==> config.mk <==
export PLATFORM = sky130hd
export DESIGN_NAME = sprite_fetch_sequencer
export DESIGN_NICKNAME = d
export VERILOG_FILES = /design/src/rtl/sprite_pkg.sv /design/src/rtl/sprite_prio_arb.sv /design/src/rtl/sprite_fetch_sequencer.sv
export SDC_FILE = /design/constraint.sdc
export NUM_CORES = 1
export LEC_CHECK = 0
export BUFFER_PORTS_ARGS = -buffer_cell sky130_fd_sc_hd__buf_2
export CORE_MARGIN = 2
export CORE_UTILIZATION = 46
export DETAILED_ROUTE_END_ITERATION = 10
export PLACE_DENSITY_LB_ADDON = 0.1
export SYNTH_ARGS = -nofsm -noshare
export SYNTH_HDL_FRONTEND = slang
export SYNTH_HIERARCHICAL = 1
export SYNTH_SLANG_ARGS = --single-unit
==> constraint.sdc <==
create_clock -name clk_i -period 26.5 [get_ports clk_i]
set_input_delay 3.975 -clock clk_i [delete_from_list [all_inputs] [get_ports clk_i]]
set_output_delay 3.975 -clock clk_i [all_outputs]
set_load 0.03 [all_outputs]
==> src/rtl/sprite_pkg.sv <==
// ---------------------------------------------------------------------------
// sprite_pkg
// Shared definitions for the sprite fetch sequencer:
//   - layer count, coordinate / ROM address / colour widths
//   - fixed per-layer sprite width and height table
//   - ROM-select and tank-direction enums
//   - transparent-key and background colour constants
//   - helpers mapping a layer (and its direction) to a ROM select
// ---------------------------------------------------------------------------
package sprite_pkg;

    localparam int MAX_LAYERS  = 8;
    localparam int LAYER_IDX_W = 3;
    localparam int COORD_W     = 10;
    localparam int ROM_ADDR_W  = 19;
    localparam int RGB_W       = 24;

    // Layer map: 0 tank1, 1 tank2, 2 bullet, 3/5 wall_h, 4/6 wall_v, 7 spare.
    // Widths are powers of two so the ROM address is a shift-and-add.
    localparam int LAYER_W [MAX_LAYERS] = '{32, 32, 16, 64, 16, 64, 16, 16};
    localparam int LAYER_H [MAX_LAYERS] = '{32, 32, 16, 16, 64, 16, 64, 16};

    typedef enum logic [1:0] {
        DIR_UP    = 2'd0,
        DIR_RIGHT = 2'd1,
        DIR_LEFT  = 2'd2,
        DIR_DOWN  = 2'd3
    } dir_e;

    typedef enum logic [2:0] {
        ROM_TANK_UP    = 3'd0,
        ROM_TANK_RIGHT = 3'd1,
        ROM_TANK_LEFT  = 3'd2,
        ROM_TANK_DOWN  = 3'd3,
        ROM_BULLET     = 3'd4,
        ROM_WALL_H     = 3'd5,
        ROM_WALL_V     = 3'd6,
        ROM_NONE       = 3'd7
    } rom_sel_e;

    localparam logic [RGB_W-1:0] KEY_TANK  = 24'hFF0000;
    localparam logic [RGB_W-1:0] KEY_OTHER = 24'hFFFFFF;
    localparam logic [RGB_W-1:0] BG_COLOUR = 24'hFFFFFF;

    typedef struct packed {
        logic               en;
        logic [COORD_W-1:0] x;
        logic [COORD_W-1:0] y;
        dir_e               dir;
    } layer_cfg_t;

    // Tank layers pick one of four ROMs by direction (the enum values of
    // the tank ROMs line up with the direction codes); the spare layer
    // reuses the bullet ROM.
    function automatic rom_sel_e layerRomSel(input logic [LAYER_IDX_W-1:0] layer,
                                             input dir_e dir);
        rom_sel_e sel;
        case (layer)
            3'd0, 3'd1: sel = rom_sel_e'({1'b0, dir});
            3'd2, 3'd7: sel = ROM_BULLET;
            3'd3, 3'd5: sel = ROM_WALL_H;
            default:    sel = ROM_WALL_V;
        endcase
        return sel;
    endfunction

    function automatic logic layerIsTank(input logic [LAYER_IDX_W-1:0] layer);
        return (layer == 3'd0) || (layer == 3'd1);
    endfunction

endpackage

==> src/rtl/sprite_prio_arb.sv <==
// ---------------------------------------------------------------------------
// sprite_prio_arb
// Fixed-priority arbiter: the lowest-index asserted hit wins.
// Ports:
//   hit_i    - per-layer hit vector
//   grant_o  - one-hot grant of the winning layer (zero if no hit)
//   index_o  - binary index of the winning layer (zero if no hit)
//   any_o    - at least one layer hit
// ---------------------------------------------------------------------------
module sprite_prio_arb
    import sprite_pkg::*;
#(
    parameter int N = MAX_LAYERS
)(
    input  logic [N-1:0]           hit_i,
    output logic [N-1:0]           grant_o,
    output logic [LAYER_IDX_W-1:0] index_o,
    output logic                   any_o
);

    // Scan from the lowest priority upward so the last match written is
    // the highest-priority (lowest-index) hitting layer.
    always_comb begin
        grant_o = '0;
        index_o = '0;
        for (int i = N - 1; i >= 0; i--) begin
            if (hit_i[i]) begin
                grant_o    = '0;
                grant_o[i] = 1'b1;
                index_o    = LAYER_IDX_W'(i);
            end
        end
    end

    assign any_o = |hit_i;

endmodule

==> src/rtl/sprite_fetch_sequencer.sv <==
// ---------------------------------------------------------------------------
// sprite_fetch_sequencer
// Per-pixel sprite compositor front end: hit-tests every layer against the
// current pixel, fetches the highest-priority hit from a shared sprite ROM
// and resolves transparency into the final VGA colour. Layer configuration
// is double-buffered (shadow written any time, active loaded on frame_start).
// Ports:
//   clk_i, rst_i              - clock, asynchronous active-high reset
//   frame_start_i             - one-cycle pulse at start of vertical blank
//   pixel_valid_i             - DrawX_i/DrawY_i valid this cycle
//   DrawX_i, DrawY_i          - current pixel coordinate
//   cfg_we_i, cfg_layer_i     - shadow config write strobe and layer index
//   cfg_x_i, cfg_y_i          - sprite top-left origin
//   cfg_dir_i, cfg_en_i       - tank direction, layer visible
//   rom_addr_o, rom_sel_o     - shared sprite-ROM address and ROM select
//   rom_data_i                - ROM pixel, RGB 8:8:8, ROM_LAT cycles later
//   out_valid_o               - VGA_* carry a resolved pixel
//   VGA_R_o, VGA_G_o, VGA_B_o - resolved colour (held while out_valid_o low)
//   collide_t1_o/t2_o         - sticky bullet/tank overlap flags per frame
// ---------------------------------------------------------------------------
module sprite_fetch_sequencer
    import sprite_pkg::*;
#(
    parameter int NUM_LAYERS = MAX_LAYERS,
    parameter int ROM_LAT    = 1
)(
    input  logic                   clk_i,
    input  logic                   rst_i,
    input  logic                   frame_start_i,
    input  logic                   pixel_valid_i,
    input  logic [COORD_W-1:0]     DrawX_i,
    input  logic [COORD_W-1:0]     DrawY_i,
    input  logic                   cfg_we_i,
    input  logic [LAYER_IDX_W-1:0] cfg_layer_i,
    input  logic [COORD_W-1:0]     cfg_x_i,
    input  logic [COORD_W-1:0]     cfg_y_i,
    input  logic [1:0]             cfg_dir_i,
    input  logic                   cfg_en_i,
    output logic [ROM_ADDR_W-1:0]  rom_addr_o,
    output logic [2:0]             rom_sel_o,
    input  logic [RGB_W-1:0]       rom_data_i,
    output logic                   out_valid_o,
    output logic [7:0]             VGA_R_o,
    output logic [7:0]             VGA_G_o,
    output logic [7:0]             VGA_B_o,
    output logic                   collide_t1_o,
    output logic                   collide_t2_o
);

    layer_cfg_t shadow_q [NUM_LAYERS];
    layer_cfg_t shadow_d [NUM_LAYERS];
    layer_cfg_t active_q [NUM_LAYERS];
    layer_cfg_t active_d [NUM_LAYERS];
    layer_cfg_t cfgWord;

    assign cfgWord = '{en: cfg_en_i, x: cfg_x_i, y: cfg_y_i, dir: dir_e'(cfg_dir_i)};

    // Shadow registers take writes; active registers copy the updated shadow
    // on frame_start so a write landing in the same cycle is committed too.
    // Indices at or above NUM_LAYERS match no slot and are dropped.
    always_comb begin
        for (int i = 0; i < NUM_LAYERS; i++) begin
            shadow_d[i] = shadow_q[i];
            active_d[i] = active_q[i];
            if (cfg_we_i && (cfg_layer_i == LAYER_IDX_W'(i))) begin
                shadow_d[i] = cfgWord;
            end
            if (frame_start_i) begin
                active_d[i] = shadow_d[i];
            end
        end
    end

    always_ff @(posedge clk_i or posedge rst_i) begin
        if (rst_i) begin
            for (int i = 0; i < NUM_LAYERS; i++) begin
                shadow_q[i] <= '0;
                active_q[i] <= '0;
            end
        end else begin
            shadow_q <= shadow_d;
            active_q <= active_d;
        end
    end

    // Stage 0 hit test against the pre-commit active set. Relative offsets
    // wrap in 10 bits, so a pixel left of / above the origin yields a large
    // offset and fails the size compare.
    logic [NUM_LAYERS-1:0] hit;
    logic [ROM_ADDR_W-1:0] layerAddr [NUM_LAYERS];

    for (genvar g = 0; g < NUM_LAYERS; g++) begin : g_layer
        localparam int W     = LAYER_W[g];
        localparam int H     = LAYER_H[g];
        localparam int SHIFT = $clog2(W);
        logic [COORD_W-1:0] relX;
        logic [COORD_W-1:0] relY;
        assign relX          = DrawX_i - active_q[g].x;
        assign relY          = DrawY_i - active_q[g].y;
        assign hit[g]        = active_q[g].en && (relX < COORD_W'(W)) && (relY < COORD_W'(H));
        assign layerAddr[g]  = ROM_ADDR_W'(relX) + (ROM_ADDR_W'(relY) << SHIFT);
    end

    logic [NUM_LAYERS-1:0]  grant;
    logic [LAYER_IDX_W-1:0] winIdx;
    logic                   anyHit;

    sprite_prio_arb #(
        .N(NUM_LAYERS)
    ) u_arb (
        .hit_i  (hit),
        .grant_o(grant),
        .index_o(winIdx),
        .any_o  (anyHit)
    );

    // One-hot AND-OR select of the winner's ROM address.
    logic [ROM_ADDR_W-1:0] winAddr;
    always_comb begin
        winAddr = '0;
        for (int i = 0; i < NUM_LAYERS; i++) begin
            winAddr = winAddr | (layerAddr[i] & {ROM_ADDR_W{grant[i]}});
        end
    end

    // Stage 1 fetch request plus a ROM_LAT-deep side pipeline carrying the
    // pixel valid, whether anything was hit and which transparent key to
    // apply, so the tags line up with rom_data_i when it returns.
    logic                  fetch;
    logic [ROM_ADDR_W-1:0] rom_addr_q, rom_addr_d;
    rom_sel_e              rom_sel_q, rom_sel_d;
    logic [ROM_LAT:0]      validPipe_q, validPipe_d;
    logic [ROM_LAT:0]      hitPipe_q, hitPipe_d;
    logic [ROM_LAT:0]      tankPipe_q, tankPipe_d;

    assign fetch = pixel_valid_i && anyHit;

    always_comb begin
        rom_addr_d     = fetch ? winAddr : '0;
        rom_sel_d      = fetch ? layerRomSel(winIdx, active_q[winIdx].dir) : ROM_NONE;
        validPipe_d    = validPipe_q;
        hitPipe_d      = hitPipe_q;
        tankPipe_d     = tankPipe_q;
        validPipe_d[0] = pixel_valid_i;
        hitPipe_d[0]   = fetch;
        tankPipe_d[0]  = fetch && layerIsTank(winIdx);
        for (int i = 1; i <= ROM_LAT; i++) begin
            validPipe_d[i] = validPipe_q[i-1];
            hitPipe_d[i]   = hitPipe_q[i-1];
            tankPipe_d[i]  = tankPipe_q[i-1];
        end
    end

    // Colour resolve works directly on returning ROM data so the pixel
    // appears in the same cycle the ROM delivers it; the hold register
    // keeps VGA_* stable between valid pixels.
    logic [RGB_W-1:0] key;
    logic [RGB_W-1:0] pixelColour;
    logic [RGB_W-1:0] vgaHold_q, vgaHold_d;

    assign key         = tankPipe_q[ROM_LAT] ? KEY_TANK : KEY_OTHER;
    assign pixelColour = (!hitPipe_q[ROM_LAT] || (rom_data_i == key)) ? BG_COLOUR : rom_data_i;
    assign vgaHold_d   = validPipe_q[ROM_LAT] ? pixelColour : vgaHold_q;

    // Collision flags use the raw hit vector (before transparency). Clear
    // on frame_start first so a same-cycle overlap still sets the flag.
    // Assumes at least three layers (tanks and bullet present).
    logic collideT1_q, collideT1_d;
    logic collideT2_q, collideT2_d;

    always_comb begin
        collideT1_d = frame_start_i ? 1'b0 : collideT1_q;
        collideT2_d = frame_start_i ? 1'b0 : collideT2_q;
        if (pixel_valid_i && hit[0] && hit[2]) begin
            collideT1_d = 1'b1;
        end
        if (pixel_valid_i && hit[1] && hit[2]) begin
            collideT2_d = 1'b1;
        end
    end

    always_ff @(posedge clk_i or posedge rst_i) begin
        if (rst_i) begin
            rom_addr_q  <= '0;
            rom_sel_q   <= ROM_NONE;
            validPipe_q <= '0;
            hitPipe_q   <= '0;
            tankPipe_q  <= '0;
            vgaHold_q   <= '0;
            collideT1_q <= 1'b0;
            collideT2_q <= 1'b0;
        end else begin
            rom_addr_q  <= rom_addr_d;
            rom_sel_q   <= rom_sel_d;
            validPipe_q <= validPipe_d;
            hitPipe_q   <= hitPipe_d;
            tankPipe_q  <= tankPipe_d;
            vgaHold_q   <= vgaHold_d;
            collideT1_q <= collideT1_d;
            collideT2_q <= collideT2_d;
        end
    end

    assign rom_addr_o                  = rom_addr_q;
    assign rom_sel_o                   = rom_sel_q;
    assign out_valid_o                 = validPipe_q[ROM_LAT];
    assign {VGA_R_o, VGA_G_o, VGA_B_o} = vgaHold_d;
    assign collide_t1_o                = collideT1_q;
    assign collide_t2_o                = collideT2_q;

endmodule

==> results of run 1 <==
[critical path: stages]
cell and delay, ps:
buf_2 110, nor4_1 290, a31oi_1 150, or4_1 520
nand3_1 620, o22a_1 320, buf_2 220
[per-stage QoR]
step / hold slack, ps / power (uW) / worst slack, ps / std cells
floorplan: 331 / 1530 / 11520 / 2399
global placement: 332 / 1810 / 16260 / 3155
detailed placement: 336 / 1830 / 16250 / 3155
CTS: 350 / 2480 / 16240 / 3233
global route: 359 / 2630 / 16180 / 3235
finish: 349 / 2480 / 16300 / 3235
[registers in the layout (all words and copies together) (netlist names)]
name,flops
tankPipe_q,2
hitPipe_q,2
shadow_q,172
collide_t2_o,1
validPipe_q,2
rom_sel_o,3
rom_addr_o,17
active_q,172
vgaHold_q,24
collide_t1_o,1
[worst paths after layout]
check,from,endpoint,cells past startpoint
setup / recovery,rom_data_i[3],VGA_B_o[7],7
hold / removal,tankPipe_q[0],tankPipe_q[1],0
setup reg to reg,active_q[59],rom_addr_o[5],15
hold reg to reg,tankPipe_q[0],tankPipe_q[1],0
max in group asynchronous,rst_i,shadow_q[78],3
min in group asynchronous,rst_i,shadow_q[83],2
[cells in the final DEF, fill, tap and decap left out, types with 11 or more instances in the layout]
master | Yosys | final
dfrtp_1 | 393 | 393
inv_1 | 218 | 217
mux2_2 | 207 | 207
o21ai_0 | 197 | 197
nand2_1 | 187 | 187
ha_1 | 186 | 186
buf_2 | 0 | 120
nor2_1 | 108 | 108
xnor2_1 | 106 | 106
a21oi_1 | 85 | 85
xor2_1 | 55 | 55
clkbuf_16 | 0 | 44
nor3_1 | 38 | 36
a21o_1 | 35 | 35
o21a_1 | 30 | 30
nor2b_1 | 27 | 27
nand3_1 | 26 | 26
nor4_1 | 25 | 24
o22a_1 | 24 | 24
fa_1 | 24 | 24
a211oi_1 | 20 | 20
or3_1 | 19 | 19
nand2b_1 | 19 | 19
a31oi_1 | 18 | 18
o21ai_1 | 17 | 17
buf_4 | 4 | 17
and3_1 | 16 | 16
a21boi_0 | 16 | 16
nand4_1 | 12 | 12
o2111ai_1 | 12 | 12
o21bai_1 | 12 | 12
a22oi_1 | 12 | 12
clkbuf_8 | 0 | 11
[area by class of cell]
type	count	share of cell area (%)
repair buffers	140	2.89
well taps	688	3.17
clock buffers	60	4.69
inverters	219	3.06
clock inverters	18	0.923
flip-flops and latches	396	36.5
diodes	2	0.0185
multi-input cells	1712	48.7
[routing by layer]
metal	up-vias	wire length, um	track usage (%)
li1	8726	-	-
met2	483	34900	45.5
met3	119	3040	3.08
met5	-	0	0
met1	9107	33400	36.6
met4	0	3360	11.6
[power by group]
part,total [uW],leakage (uW),internal [uW],switching (uW)
clock,643,0.000740,386,257
combinational,1080,0.00650,434,645
sequential,755,0.00477,716,38.6
total,2480,0.0120,1540,941
[cell families (layout without fill, tap and decap cells)]
family          after synthesis  in the layout
compound gates              571            571
xor+xnor                    165            165
fa+ha+maj                   210            210
buf+inv                     291            437
flops                       396            396
mux                         211            211
other cells                   1              4
simple gates                553            553
==> results.py, run 1 <==
metrics = {
    "finish": {
        "fillers": 4803,
        "seqCellArea_mm2": 0.00991,
        "multiInputGateArea_mm2": 0.0132,
        "area_growth_pct": 12.1,
        "drive_gt1_share_pct": 18.3,
        "fin_nets": 2797,
        "final_util_pct": 51.9,
        "fin_area_mm2": 0.0271,
    },
    "critical_path": {
        "r2r_slack_ps": 21070,
        "critPathMaxFanout": 24,
        "cp.arrival_ps": 6220,
        "crit_type": "input pin to output pin",
        "endpoint_kind": "output pin",
        "startpoint_type": "input pin",
        "cp_data_required_time_ps": 22520,
    },
    "synth": {
        "synthSimpleGateAreaFrac_pct": 11.5,
        "synth.area.top_cells": "dfrtp_1 41%, mux2_2 9.6%, ha_1 9.6%",
        "synth.distinct_cells": 99,
        "yosysSeqAreaShare_pct": 41.0,
        "synth_common_cells": "393 x dfrtp_1, 218 x inv_1, 207 x mux2_2, 197 x o21ai_0, 187 x nand2_1",
        "synthFlopType": "dfrtp_1",
        "ys_ff_latch": 396,
        "synthesis.area_mm2": 0.0242,
        "synth_edf_count": 0,
        "synth-async-reset-ratio_pct": 100,
        "post_synth_fa_ha_maj_area_fraction_pct": 11.6,
        "synth_mux_area_share_pct": 9.80,
        "synth.avg_cell_area_um2": 10.1,
        "syn_inst": 2398,
        "synth-xor-area-share_pct": 6.18,
        "synth_warnings": 6,
        "synth_top_family_by_area": "compound AO/OA/AOI/OAI gates",
        "synth_area_leader_cell": "dfrtp_1",
        "synth.top_cell.area_share_pct": 40.7,
        "yosysMostFrequentCell": "dfrtp_1",
        "synth_compound_area_share_pct": 15.3,
    },
    "clock_tree": {
        "postCtsSetupBuffers": 0,
        "clock_path_buffers": 3,
        "cts.htree.levels": 2,
        "cts-resized-gates": 0,
        "cts_buffers": 43,
        "clock_latency_ps": 580,
        "cts_sinks": 396,
        "clk_pin_slew_worst_paths_ps": 60,
        "cts-root-buf": "clkbuf_16",
        "cts_tree": "done",
        "cts_hold_buf": 0,
    },
    "sta": {
        "min_period_ps": 10200,
        "fin_crit_sh_pct": 38.5,
        "fmax_mhz": 98.1,
        "setup_tns_ps": 0,
        "rsz0062_at_grt": "no",
        "maxSlewHeadroom_pct": 28.0,
        "finClkSkew_ps": 19.6,
        "maxSlewViolCount": 0,
        "hold_viol_final": 0,
        "setup_viol": 0,
        "tightest_slew_ps": 1070,
    },
    "placement": {
        "place.gp.congestion": 0.959,
        "dpl.hpwl_mm": 57.1,
        "placed_cell_area_mm2": 0.0256,
        "io_buffers": 121,
    },
    "routing": {
        "viasPerCell": 5.70,
        "drcViolationCount": 0,
        "drt-pass1-iter-count": 6,
        "drtIter0Drc": 1335,
        "wl_per_cell_um": 23.1,
        "drt-total-wl_mm": 74.7,
        "num_vias": 18400,
        "ant_nets": 0,
    },
    "run": {
        "maxCapViolCount": 0,
    },
    "min_path": {
        "hold_class": "flip-flop to flip-flop",
    },
    "floorplanning": {
        "initial_core_util_pct": 46.3,
        "rows": 84,
        "die_area_mm2": 0.0544,
        "core_region_area_mm2": 0.0522,
        "die_h_um": 233,
        "io_pins": 124,
        "die_w_um": 233,
    },
    "global_route": {
        "grt_pass1_vias": 17800,
        "grt_pass1_wl_mm": 110,
        "grt_max_degree": 160,
        "gr-total-overflow": 0,
        "antenna_found_initial": 2,
        "grt_use_total_pct": 27.5,
    },
    "pwr": {
        "p_leak_uw": 0.0120,
        "peakVddDrop_mv": 0.0494,
        "p_per_area_mw_per_mm2": 91.3,
    },
    "status": {
        "outcome": "finished clean",
    },
}
No activity file was read; power rests on OpenSTA's default activity.
==> inputs of run 2 (changes only) <==
clock period = 9.8 ns   (was 26.5 ns; I/O delays follow)
==> run 2 against run 1 <==
Against the previous run:
- worst setup slack worse by 13000 ps
- die area stayed put
- non-clock buffer count stayed put
- critical path type is now input pin to flip-flop
- clock skew is 3.6 ps higher
- utilization is 0.11 points lower
- critical path depth is 11 higher
- total power grew to 2.7 times the previous value
==> results.py, run 2 (synthesized netlist as in run 1, its figures left out) <==
metrics = {
    "clock_tree": {
        "clk_pin_slew_worst_paths_ps": 60,
        "cts_buffers": 44,
        "clock_path_buffers": 3,
        "cts-resized-gates": 0,
        "cts_sinks": 396,
        "clock_latency_ps": 590,
        "cts_hold_buf": 0,
        "postCtsSetupBuffers": 0,
        "cts.htree.levels": 2,
        "cts-root-buf": "clkbuf_16",
        "cts_tree": "done",
    },
    "placement": {
        "placed_cell_area_mm2": 0.0256,
        "io_buffers": 121,
        "dpl.hpwl_mm": 57.9,
        "place.gp.congestion": 0.989,
    },
    "sta": {
        "maxSlewViolCount": 0,
        "setup_tns_ps": 0,
        "rsz0062_at_grt": "no",
        "setup_viol": 0,
        "hold_viol_final": 0,
        "fmax_mhz": 166,
        "maxSlewHeadroom_pct": 23.5,
        "fin_crit_sh_pct": 61.5,
        "tightest_slew_ps": 1140,
        "holdWs_ps": 347,
        "min_period_ps": 6030,
        "finClkSkew_ps": 23.1,
    },
    "pwr": {
        "p_total_uw": 6710,
        "p_per_area_mw_per_mm2": 248,
        "p_leak_uw": 0.0120,
        "peakVddDrop_mv": 0.130,
    },
    "finish": {
        "final_cell_mix": "393 x dfrtp_1, 217 x inv_1, 207 x mux2_2, 197 x o21ai_0, 187 x nand2_1",
        "fin_area_mm2": 0.0271,
        "fin_nets": 2798,
        "drive_gt1_share_pct": 18.3,
        "reg_top3": "active_q: 172 flops, shadow_q: 172 flops, vgaHold_q: 24 flops",
        "area_growth_pct": 11.9,
        "mostFrequentLayoutCell": "dfrtp_1",
    },
    "floorplanning": {
        "die_h_um": 233,
        "core_region_area_mm2": 0.0522,
        "die_w_um": 233,
        "die_area_mm2": 0.0544,
        "initial_core_util_pct": 46.3,
        "rows": 84,
        "io_pins": 124,
    },
    "critical_path": {
        "critPathMaxFanout": 13,
        "crit_type": "input pin to flip-flop",
        "cp.arrival_ps": 6480,
        "critPathTopFamily": "compound AO/OA/AOI/OAI gates",
        "endpoint_kind": "flip-flop",
        "worst-path-buf-inv": 2,
        "cp_data_required_time_ps": 10260,
        "critPathSlowestCell": "nor4_1",
        "startpoint_type": "input pin",
        "worstPathCellList": "buf_2, inv_1, ha_1, fa_1, nor2b_1, o21a_1, o211a_1, a2111oi_2, o21ai_0, nor3_1, nand4_1, nor4_1, nor2_2, and3_1, and2_1, a222oi_1, o211ai_1, o41a_1",
        "critPathMaxStageDelay_ps": 880,
    },
    "routing": {
        "drt-total-wl_mm": 75.9,
        "viasPerCell": 5.68,
        "drtIter0Drc": 1539,
        "drcViolationCount": 0,
        "ant_nets": 0,
        "num_vias": 18400,
        "drt-pass1-iter-count": 5,
        "wl_per_cell_um": 23.4,
    },
    "global_route": {
        "grt_max_degree": 148,
        "gr-total-overflow": 0,
        "grt_use_total_pct": 28.1,
        "antenna_found_initial": 2,
        "grt_pass1_vias": 17800,
        "grt_pass1_wl_mm": 113,
    },
    "status": {
        "outcome": "finished clean",
    },
    "run": {
        "maxCapViolCount": 0,
    },
    "min_path": {
        "hold_class": "flip-flop to flip-flop",
    },
}
-- run 2: metrics by stage --
step	instances	util [%]	setup slack (ps)
detailed placement	3155	49.0	3240
global route	3236	51.8	3490
floorplan	2399	-	3000
finish	3236	51.8	3770
global placement	3155	49.0	3400
CTS	3235	51.8	3850
-- run 2: where the power goes --
group          total (uW)  leakage [uW]  internal (uW)  switching (uW)
logic                2970       0.00649           1170            1790
clock network        1700      0.000734            990             708
registers            2040       0.00477           1940             104
total                6710        0.0120           4100            2610
-- run 2: cell type report --
cell class | count | area [um2]
timing repair buffer | 140 | 771
clock buffer | 67 | 1360
tap | 688 | 861
clock inverter | 13 | 129
inverter | 219 | 826
multi-input combinational | 1712 | 13200
antenna | 1 | 2.50
fill | 4776 | 25200
sequential | 396 | 9910
-- run 2: layer usage --
layer  vias up  wire length, um  track usage [%]
li1       8725                -                -
met1      9103            34200             37.5
met2       440            35900             47.2
met3       112             2820             3.11
met4         0             3000             10.4
met5         -                0                0
-- run 2: final timing paths --
check,depth (start not counted),startpoint,endpoint,slack (ps)
worst max-delay path,18,DrawY_i[0],rom_addr_o[13],3770
worst min-delay path,0,validPipe_q[0],validPipe_q[1],350
worst max register to register,16,active_q[151],rom_addr_o[13],4670
max in group asynchronous,4,rst_i,shadow_q[169],6630
min in group asynchronous,2,rst_i,shadow_q[38],1000
worst min register to register,0,validPipe_q[0],validPipe_q[1],350
